===== src/rtl/phase_gen_par_pkg.sv =====
// Shared definitions for the parallel NCO phase generator: FSM states and default geometry.
package phase_gen_par_pkg;

  localparam int unsigned DEF_LANES   = 4;
  localparam int unsigned DEF_PHASE_W = 32;

  typedef enum logic {
    ST_IDLE = 1'b0,
    ST_RUN  = 1'b1
  } state_e;

endpackage


===== src/rtl/phase_gen_par_skid_buf.sv =====
// Two-entry valid/ready skid buffer with registered output; zero-bubble at full rate.
// Accepts a new entry while full only if the head retires in the same cycle.
module phase_skid_buf #(
  parameter int unsigned WIDTH = 128
) (
  input  logic             clk_i,
  input  logic             rst_ni,
  input  logic             in_vld,
  output logic             in_rdy,
  input  logic [WIDTH-1:0] in_dat,
  output logic             out_vld,
  input  logic             out_rdy,
  output logic [WIDTH-1:0] out_dat
);

  logic [WIDTH-1:0] head_q;
  logic [WIDTH-1:0] tail_q;
  logic [1:0]       cnt_q;
  logic             push;
  logic             pop;

  assign out_vld = (cnt_q != 2'd0);
  assign out_dat = head_q;
  assign in_rdy  = (cnt_q != 2'd2) || out_rdy;
  assign push    = in_vld && in_rdy;
  assign pop     = out_vld && out_rdy;

  always_ff @(posedge clk_i or negedge rst_ni) begin
    if (!rst_ni) begin
      cnt_q  <= 2'd0;
      head_q <= '0;
      tail_q <= '0;
    end else begin
      case (cnt_q)
        2'd0: begin
          if (push) begin
            head_q <= in_dat;
            cnt_q  <= 2'd1;
          end
        end
        2'd1: begin
          if (push && pop) begin
            head_q <= in_dat;
          end else if (push) begin
            tail_q <= in_dat;
            cnt_q  <= 2'd2;
          end else if (pop) begin
            cnt_q <= 2'd0;
          end
        end
        2'd2: begin
          // a push while full is only possible alongside a pop
          if (pop) begin
            head_q <= tail_q;
            if (push) begin
              tail_q <= in_dat;
            end else begin
              cnt_q <= 2'd1;
            end
          end
        end
        default: cnt_q <= 2'd0;
      endcase
    end
  end

endmodule


===== src/rtl/phase_gen_par.sv =====
// Multi-lane NCO phase generator: LANES consecutive samples per beat, 2 cycles en_i->valid_o.
// Stalls the accumulator under ready_i backpressure via a 2-entry skid; config applies beat-aligned.
module phase_gen_par
  import phase_gen_par_pkg::*;
#(
  parameter int unsigned LANES   = DEF_LANES,
  parameter int unsigned PHASE_W = DEF_PHASE_W
) (
  input  logic                     clk_i,
  input  logic                     rst_ni,
  input  logic                     en_i,
  input  logic                     cfg_valid_i,
  output logic                     cfg_ready_o,
  input  logic [PHASE_W-1:0]       cfg_pinc_i,
  input  logic [PHASE_W-1:0]       cfg_poff_i,
  input  logic                     cfg_sync_i,
  output logic                     cfg_applied_o,
  output logic [LANES*PHASE_W-1:0] phase_o,
  output logic                     valid_o,
  input  logic                     ready_i
);

  state_e               state_q, state_d;
  logic [PHASE_W-1:0]   acc_q, acc_d;
  logic [PHASE_W-1:0]   pinc_q, poff_q;
  logic [PHASE_W-1:0]   sh_pinc_q, sh_poff_q;
  logic                 sh_sync_q;
  logic                 pend_q;
  logic                 buf_in_rdy;
  logic                 gen;
  logic                 accept;
  logic                 apply;
  logic [PHASE_W-1:0]   beat_step;
  logic [LANES*PHASE_W-1:0] lane_dat;

  assign beat_step = pinc_q * PHASE_W'(LANES);

  for (genvar k = 0; k < LANES; k++) begin : g_lane
    assign lane_dat[k*PHASE_W +: PHASE_W] = acc_q + poff_q + pinc_q * PHASE_W'(k);
  end

  always_ff @(posedge clk_i or negedge rst_ni) begin
    if (!rst_ni) begin
      state_q <= ST_IDLE;
    end else begin
      state_q <= state_d;
    end
  end

  always_comb begin
    state_d = state_q;
    gen     = 1'b0;
    accept  = 1'b0;
    apply   = 1'b0;
    acc_d   = acc_q;
    case (state_q)
      ST_IDLE: if (en_i)  state_d = ST_RUN;
      ST_RUN:  if (!en_i) state_d = ST_IDLE;
      default: state_d = ST_IDLE;
    endcase
    gen    = (state_q == ST_RUN) && buf_in_rdy;
    accept = cfg_valid_i && !pend_q;
    // pend_q gates apply, so a config is never applied in its own accept cycle
    apply  = pend_q && (gen || (state_q == ST_IDLE));
    if (gen) begin
      acc_d = acc_q + beat_step;
    end
    if (apply && sh_sync_q) begin
      acc_d = '0;
    end
  end

  always_ff @(posedge clk_i or negedge rst_ni) begin
    if (!rst_ni) begin
      acc_q     <= '0;
      pinc_q    <= '0;
      poff_q    <= '0;
      sh_pinc_q <= '0;
      sh_poff_q <= '0;
      sh_sync_q <= 1'b0;
      pend_q    <= 1'b0;
    end else begin
      acc_q <= acc_d;
      if (accept) begin
        sh_pinc_q <= cfg_pinc_i;
        sh_poff_q <= cfg_poff_i;
        sh_sync_q <= cfg_sync_i;
        pend_q    <= 1'b1;
      end else if (apply) begin
        pinc_q <= sh_pinc_q;
        poff_q <= sh_poff_q;
        pend_q <= 1'b0;
      end
    end
  end

  assign cfg_ready_o   = !pend_q;
  assign cfg_applied_o = apply;

  phase_skid_buf #(
    .WIDTH(LANES*PHASE_W)
  ) u_skid (
    .clk_i   (clk_i),
    .rst_ni  (rst_ni),
    .in_vld  (gen),
    .in_rdy  (buf_in_rdy),
    .in_dat  (lane_dat),
    .out_vld (valid_o),
    .out_rdy (ready_i),
    .out_dat (phase_o)
  );

endmodule


===== config.mk =====
export PLATFORM = sky130hd
export DESIGN_NAME = phase_gen_par
export DESIGN_NICKNAME = d
export VERILOG_FILES = /design/src/rtl/phase_gen_par_pkg.sv /design/src/rtl/phase_gen_par_skid_buf.sv /design/src/rtl/phase_gen_par.sv
export SDC_FILE = /design/constraint.sdc
export NUM_CORES = 1
export LEC_CHECK = 0
export BUFFER_PORTS_ARGS = -buffer_cell sky130_fd_sc_hd__clkbuf_2
export CORE_MARGIN = 2
export CORE_UTILIZATION = 50
export DETAILED_ROUTE_END_ITERATION = 7
export PLACE_DENSITY = 0.81
export SKIP_LAST_GASP = 1
export SLEW_MARGIN = 20
export SYNTH_ARGS = -nofsm -noshare
export SYNTH_HDL_FRONTEND = slang
export SYNTH_SLANG_ARGS = --single-unit

===== constraint.sdc =====
create_clock -name clk_i -period 5.4 [get_ports clk_i]
set_input_delay 1.08 -clock clk_i [delete_from_list [all_inputs] [get_ports clk_i]]
set_output_delay 1.08 -clock clk_i [all_outputs]
set_load 0.01 [all_outputs]

### Yosys cells after proc, flatten, opt, wreduce, memory -nomap -nowiden

Index checks and enable logic that the tools add are counted.

| cells by class | value |
|---|---|
| add/sub/neg operators | 5 |
| multiply operators | 1 |
| equality and inequality tests | 9 |
| muxes and demuxes | 20 |
| bitwise logic cells | 2 |
| reductions and logical operators | 20 |

Operators by type and width:

| kind | number |
|---|---|
| 128-bit two-way mux | 6 |
| 128-bit one-hot mux with 3 select lines | 1 |
| 128-bit one-hot mux with 2 select lines | 1 |
| 32-bit adder | 5 |
| 32-bit two-way mux | 2 |
| 32-bit by 2-bit multiplier with 32-bit output, second input constant | 1 |
| 2-bit two-way mux | 6 |
| 2-bit nonzero test | 4 |
| 1-bit logical AND | 7 |
| 2-bit by 1-bit inequality test with 1-bit output, second input constant | 3 |
| 2-bit inequality test, second input constant | 3 |
| 2-bit one-hot mux with 3 select lines | 1 |
| 5-bit AND reduction | 1 |
| 4-bit AND reduction | 1 |
| 1-bit two-way mux | 3 |
| 3-bit by 1-bit inequality test with 1-bit output, second input constant | 1 |
| 3-bit AND reduction | 1 |
| 3-bit nonzero test | 1 |
| 2-bit by 1-bit == test with 1-bit output, second input constant | 1 |
| 2-bit == test, second input constant | 1 |
| 2-bit logical NOT | 1 |
| 1-bit logical OR | 2 |
| 1-bit NOT | 2 |
| 2-bit AND reduction | 1 |
| 1-bit logical NOT | 1 |

| storage, ports and cells | value |
|---|---|
| register bits after elaboration | 421 |
| input port bits | 70 |
| output and inout bits | 131 |
| logic and storage cells | 68 |

### Depth between registers and ports, before layout

| depth | value |
|---|---|
| depth in word-level cells | 7 |
| mapped depth | 20 |
| depth with buffers taken out | 20 |

### Modules after synthesis

Synthesis repeated with hierarchy kept, for this count alone.

| unflattened totals | value |
|---|---|
| cells, all modules | 2261 |
| area total of the unflattened synthesis | 26736.9 sq um |

By module, submodules not included:

| module | instances | cells each | area an instance (sq um) | seq. area each (sq um) |
|---|---|---|---|---|
| phase_gen_par | 1 | 1559 | 13909.6 | 4028.9 |
| phase_skid_buf | 1 | 702 | 12827.3 | 6456.2 |

### Worst setup path before layout

No wires, ideal clock.

| path | value |
|---|---|
| kind | register -> register |
| start point | register acc_q[6] |
| end point | register u_skid.head_q[124] (netlist: u_skid.out_dat[124]) |
| data arrival time | 4.575 ns |
| path slack | 0.739 ns |
| cell stages (with the launch flop) | 19 |
| path buffers | 0 |
| clock period less this slack | 4.661 ns |
| cells stage by stage | dfrtp_1 ha_1 o21a_1 o21a_1 a31o_2 a21oi_1 o211ai_1 xnor2_1 fa_1 ha_1 a21o_1 a211oi_1 o21a_1 o21bai_1 o31ai_2 o21a_1 a21o_1 mux2_1 nor3_1 |

| on the way | value |
|---|---|
| longest elaborated chain between the ends | 4 |

Ends and longest elaborated chain:

| item | line | RTL |
|---|---|---|
| start, declared | phase_gen_par.sv:24 | `logic [PHASE_W-1:0] acc_q, acc_d;` |
| start signal, assigned | phase_gen_par.sv:75 | `acc_q <= '0;` |
| start signal, assigned | phase_gen_par.sv:83 | `acc_q <= acc_d;` |
| 32-bit adder (*) | - |  |
| net lane_dat[13] | phase_gen_par.sv:34 | `logic [LANES*PHASE_W-1:0] lane_dat;` |
| 32-bit adder (*) | phase_gen_par.sv:39 | `assign lane_dat[k*PHASE_W +: PHASE_W] = acc_q + poff_q + pinc_q * PHASE_W'(k);` |
| 128-bit two-way mux (on tied branches) | phase_gen_par_skid_buf.sv:42, phase_gen_par_skid_buf.sv:36 |  |
| 128-bit one-hot mux with 3 select lines (*) | phase_gen_par_skid_buf.sv:34 | `case (cnt_q)` |
| end signal, assigned | phase_gen_par_skid_buf.sv:37 | `head_q <= in_dat;` |
| end signal, assigned | phase_gen_par_skid_buf.sv:43 | `head_q <= in_dat;` |
| end signal, assigned | phase_gen_par_skid_buf.sv:54 | `head_q <= tail_q;` |
| end, declared | phase_gen_par_skid_buf.sv:16 | `logic [WIDTH-1:0] head_q;` |

Mark *: on every way through the listed nets, which the timed path passes. The rest lies on a longest branch. The select of a mux whose other input is x is not followed.
A chain may end at the register's enable or synchronous reset.

### Worst setup path in the final report

| path | value |
|---|---|
| start point | register acc_q[3] |
| end point | register u_skid.tail_q[127] |

| on the way | value |
|---|---|
| longest elaborated chain between the ends | 5 |

Ends and longest elaborated chain:

| item | line | RTL |
|---|---|---|
| 32-bit adder (*) (2 in a row) | phase_gen_par.sv:39 |  |
| 128-bit two-way mux (*) | phase_gen_par_skid_buf.sv:44, phase_gen_par_skid_buf.sv:55 |  |
| 128-bit two-way mux (on tied branches) | phase_gen_par_skid_buf.sv:53, phase_gen_par_skid_buf.sv:42 |  |
| 128-bit one-hot mux with 2 select lines (*) | phase_gen_par_skid_buf.sv:34 |  |
| end signal, assigned | phase_gen_par_skid_buf.sv:45 | `tail_q <= in_dat;` |
| end signal, assigned | phase_gen_par_skid_buf.sv:56 | `tail_q <= in_dat;` |
| end, declared | phase_gen_par_skid_buf.sv:17 | `logic [WIDTH-1:0] tail_q;` |

Every way passes the cells marked *; elsewhere a longest branch is shown, timed or not. The select of a mux whose other input is x is not followed.

==> results by group <==
Clock network
  – Clk root buf: clkbuf_16
  – CTS Buf Count: 46
  – CTS H-Tree Depth: 2
  – Clk sinks: 415
  – CTS clk-pin slew, worst paths: 60 ps
  – Clock tree from TritonCTS: built
  – Worst skew pair latency: 580 ps
  – Longest Clk Path Bufs: 3

Global routing
  – Vias in the first global route: 20000
  – Initial antenna violation count: 0
  – GRT Residual Overflow: 0
  – Largest net degree at the start of global routing: 153
  – All-Layer GR Usage: 28.7%
  – First-pass GRT wire length: 113000 um

Die
  – DIE AREA: 50600 um2
  – Die W: 225 um
  – Height of the die: 225 um
  – Core Area: 47900 um2
  – Starting Density: 50.9%
  – Top Ports: 201
  – Core Rows: 80

Synth
  – Post-synthesis mux area share: 4.19%
  – Post-synthesis register bit count: 415
  – Adder-Cell Fraction of Synth Area: 10.4%
  – Yosys warns: 0
  – Sequential share of the synthesized area: 42.6%
  – EDFF count, synth: 0
  – Synthesized area: 24400 um2
  – Mean Syn Cell Area: 9.03 um2
  – Compound-Gate Fraction of Synth Area: 18.4%
  – Ys flop type: dfrtp_1
  – Main combinational cell family by area after synthesis: compound AO/OA/AOI/OAI gates
  – Post-synthesis xor/xnor area fraction: 4.70%
  – Synth unique cells: 84
  – Post-Syn Nets: 2955
  – Simple-gate share of the synthesized area: 16.3%
  – Ys async rst share: 100%
  – Mapped Cells: 2702

Drt
  – DRC violations left: 1
  – DR vias/cell: 5.93
  – Initial DRC count: 1921
  – Post-DRT Antenna Nets: 0
  – Routed WL: 71700 um
  – Drt pass-1 iters: 8
  – Via Count: 20800
  – Post-DR wirelength/cell: 20.4 um

Critical path
  – Worst Path Buf+Inv: 2
  – CP max stage delay: 520 ps
  – Critical Path, Cell by Cell: ha_1, a211oi_2, o21ai_2, and4_1, o211ai_1, a21boi_1, o311ai_1, nand2b_1, xnor2_1, buf_4, fa_1, inv_1, ha_1, nand3_1, nor2_1, nand3_1, o2111ai_1, o221ai_1, nor2b_1, xnor2_1, o21ai_1
  – CP Data Arrival Time: 5550 ps
  – Critical-path maximum fanout: 6
  – CP delay by family, top: compound AO/OA/AOI/OAI gates
  – Required @ worst endpoint: 5830 ps
  – CP Capture Type: flip-flop
  – CP startpoint kind: flip-flop
  – Critical path class: flip-flop to flip-flop
  – CP max stage cell: fa_1

Cells and area
  – Share of cells above drive strength 1: 14.7%
  – Final nets: 3120
  – Area growth, synth to finish: 13.6%
  – Final Cell Area: 27700 um2
  – Ant diodes: 0

Timing
  – Worst rel slew slack: 26.9%
  – Final setup TNS: 0 ps
  – Hold Fails Final Rpt: 0
  – Clock skew: 9.52 ps
  – Fin crit period: 5120 ps
  – Slew @ Worst Pin: 1090 ps
  – Worst hold slack: 456 ps
  – Slew Viols, Final: 0
  – Final Cycle Share: 94.8%
  – Finish-stage setup viols: 0
  – Setup WS post-layout: 283 ps
  – RSZ-0062 raised after global routing: yes
  – Fmax: 195 MHz

Placement
  – Detailed placement HPWL: 52900 um
  – Number of buffers added on ports: 200
  – Pre-CTS WS: 184 ps
  – GPL Wtd Cong: 0.977
  – Area after DPL: 26100 um2

Flow run
  – Total of max-cap violations: 0

Status
  – Outcome: finished, violations left
  – Failing checks: design-rule violations

Min path
  – Hold Crit Class: flip-flop to flip-flop
[sequential cells by signal (all words and copies together) (netlist names)]
| register | flops |
|---|---|
| pend_q | 1 |
| pinc_q | 32 |
| u_skid.out_dat | 126 |
| u_skid.tail_q | 126 |
| poff_q | 32 |
| sh_sync_q | 1 |
| sh_pinc_q | 32 |
| sh_poff_q | 32 |
| state_q | 1 |
| acc_q | 30 |
| u_skid.cnt_q | 2 |
[final timing paths]
kind | start | end | slack (ps) | cells after the start
max | acc_q[3]$_DFFE_PN0P_ | u_skid.tail_q[127]$_DFFE_PN0P_ | 280 | 21
min | sh_poff_q[22]$_DFFE_PN0P_ | poff_q[22]$_DFFE_PN0P_ | 460 | 2
max reg2reg | acc_q[3]$_DFFE_PN0P_ | u_skid.tail_q[127]$_DFFE_PN0P_ | 280 | 21
min reg2reg | sh_poff_q[22]$_DFFE_PN0P_ | poff_q[22]$_DFFE_PN0P_ | 460 | 2
max in group asynchronous | rst_ni | u_skid.out_dat[108]$_DFFE_PN0P_ | 3600 | 2
min in group asynchronous | rst_ni | sh_poff_q[26]$_DFFE_PN0P_ | 590 | 1
[stage by stage]
stage               cells  util, %
floorplan            2702        -
finish               3516     57.8
detailed placement   3434     54.4
CTS                  3516     57.7
global route         3516     57.8
global placement     3434     54.4
[cell usage in the layout (no fill, tap or decap), types with 42 or more instances in the layout]
master     netlist  layout
clkbuf_16        0      47
xnor2_1         74      73
o21ai_0        201     201
nor2_1         177     177
xor2_1          49      49
a31oi_1         48      48
dfrtp_1        415     415
inv_1           95      94
nand2_1        559     558
clkbuf_2         0     199
o21ai_1         46      45
mux2_2          78      78
ha_1           149     149
a21oi_1        187     186
o21a_1          43      42
a21o_1          51      51
[cells in the mapped netlist, types with 3 or more instances]
cell type	instances	share of area, %
nand2_1	559	8.6
dfrtp_1	415	43
o21ai_0	201	4.1
a21oi_1	187	3.8
nor2_1	177	2.7
ha_1	149	7.6
clkbuf_1	104	1.6
inv_1	95	1.5
mux2_2	78	3.6
xnor2_1	74	2.7
a21o_1	51	1.6
xor2_1	49	1.8
a31oi_1	48	1.2
o21ai_1	46	0.94
o21a_1	43	1.3
nor3_1	42	0.86
nand3_1	39	0.80
fa_1	34	2.8
and3_1	24	0.62
o21bai_1	24	0.74
o211ai_1	23	0.71
or3_1	22	0.56
a211oi_1	19	0.58
nand2b_1	18	0.46
buf_1	17	0.26
nor2b_1	16	0.41
o31ai_1	14	0.43
mux2i_1	12	0.49
nand4_1	11	0.28
and2_1	8	0.21
or2_2	6	0.15
a21boi_0	5	0.15
a41oi_1	5	0.18
a21boi_1	4	0.12
and4_1	4	0.14
nor3b_1	4	0.12
o2111ai_1	4	0.14
a2111o_1	3	0.14
a211o_1	3	0.11
a31o_2	3	0.11
nand4b_1	3	0.11
o2111a_1	3	0.14
o311ai_1	3	0.11
[per-layer routing]
metal	track usage (%)	share of wire (%)	vias up
met5	0	0	-
met4	8.20	2.8	0
met3	4.01	6.4	115
met2	44.0	44	751
met1	42.5	46	10300
li1	-	-	9697
[what timing repair did]
item,in CTS,in global routing
hold buffers,0,0
hold endpoints to repair,0,0
resized for setup,0,5
endpoints found under the setup margin,0,9
buffers inserted,0,0
[worst register-to-register path: cells and delay by family (launching register included)]
family / cells / cell delay [ps]
DFF: 1 / 430
adders and majority gates: 3 / 1300
AOI/OAI and AO/OA: 8 / 1610
and+or+nand+nor: 6 / 1110
xor gates and xnor gates: 2 / 290
buffers and inverters: 2 / 250
[kinds of logic (layout without fill, tap and decap cells)]
| group | count (synthesis) | count (layout) |
|---|---|---|
| multiplexers | 92 | 92 |
| flip-flops | 415 | 415 |
| XOR/XNOR | 126 | 126 |
| adder cells (fa/ha/maj) | 183 | 183 |
| buffers and inverters | 219 | 418 |
| AO/OA/AOI/OAI | 727 | 727 |
| AND/OR/NAND/NOR | 940 | 940 |
[cell type report]
type                            instances  area [um2]
Clock inverter                         17         258
Fill cell                            4103       20200
Inverter                               96         360
Timing Repair Buffer                  240        1360
Tap cell                              615         769
Clock buffer                           65        1320
Sequential cell                       415       10400
Multi-Input combinational cell       2068       13200
Power is not shown: default switching activity piles up to over one toggle a cycle in this logic, so the estimate is an artifact.
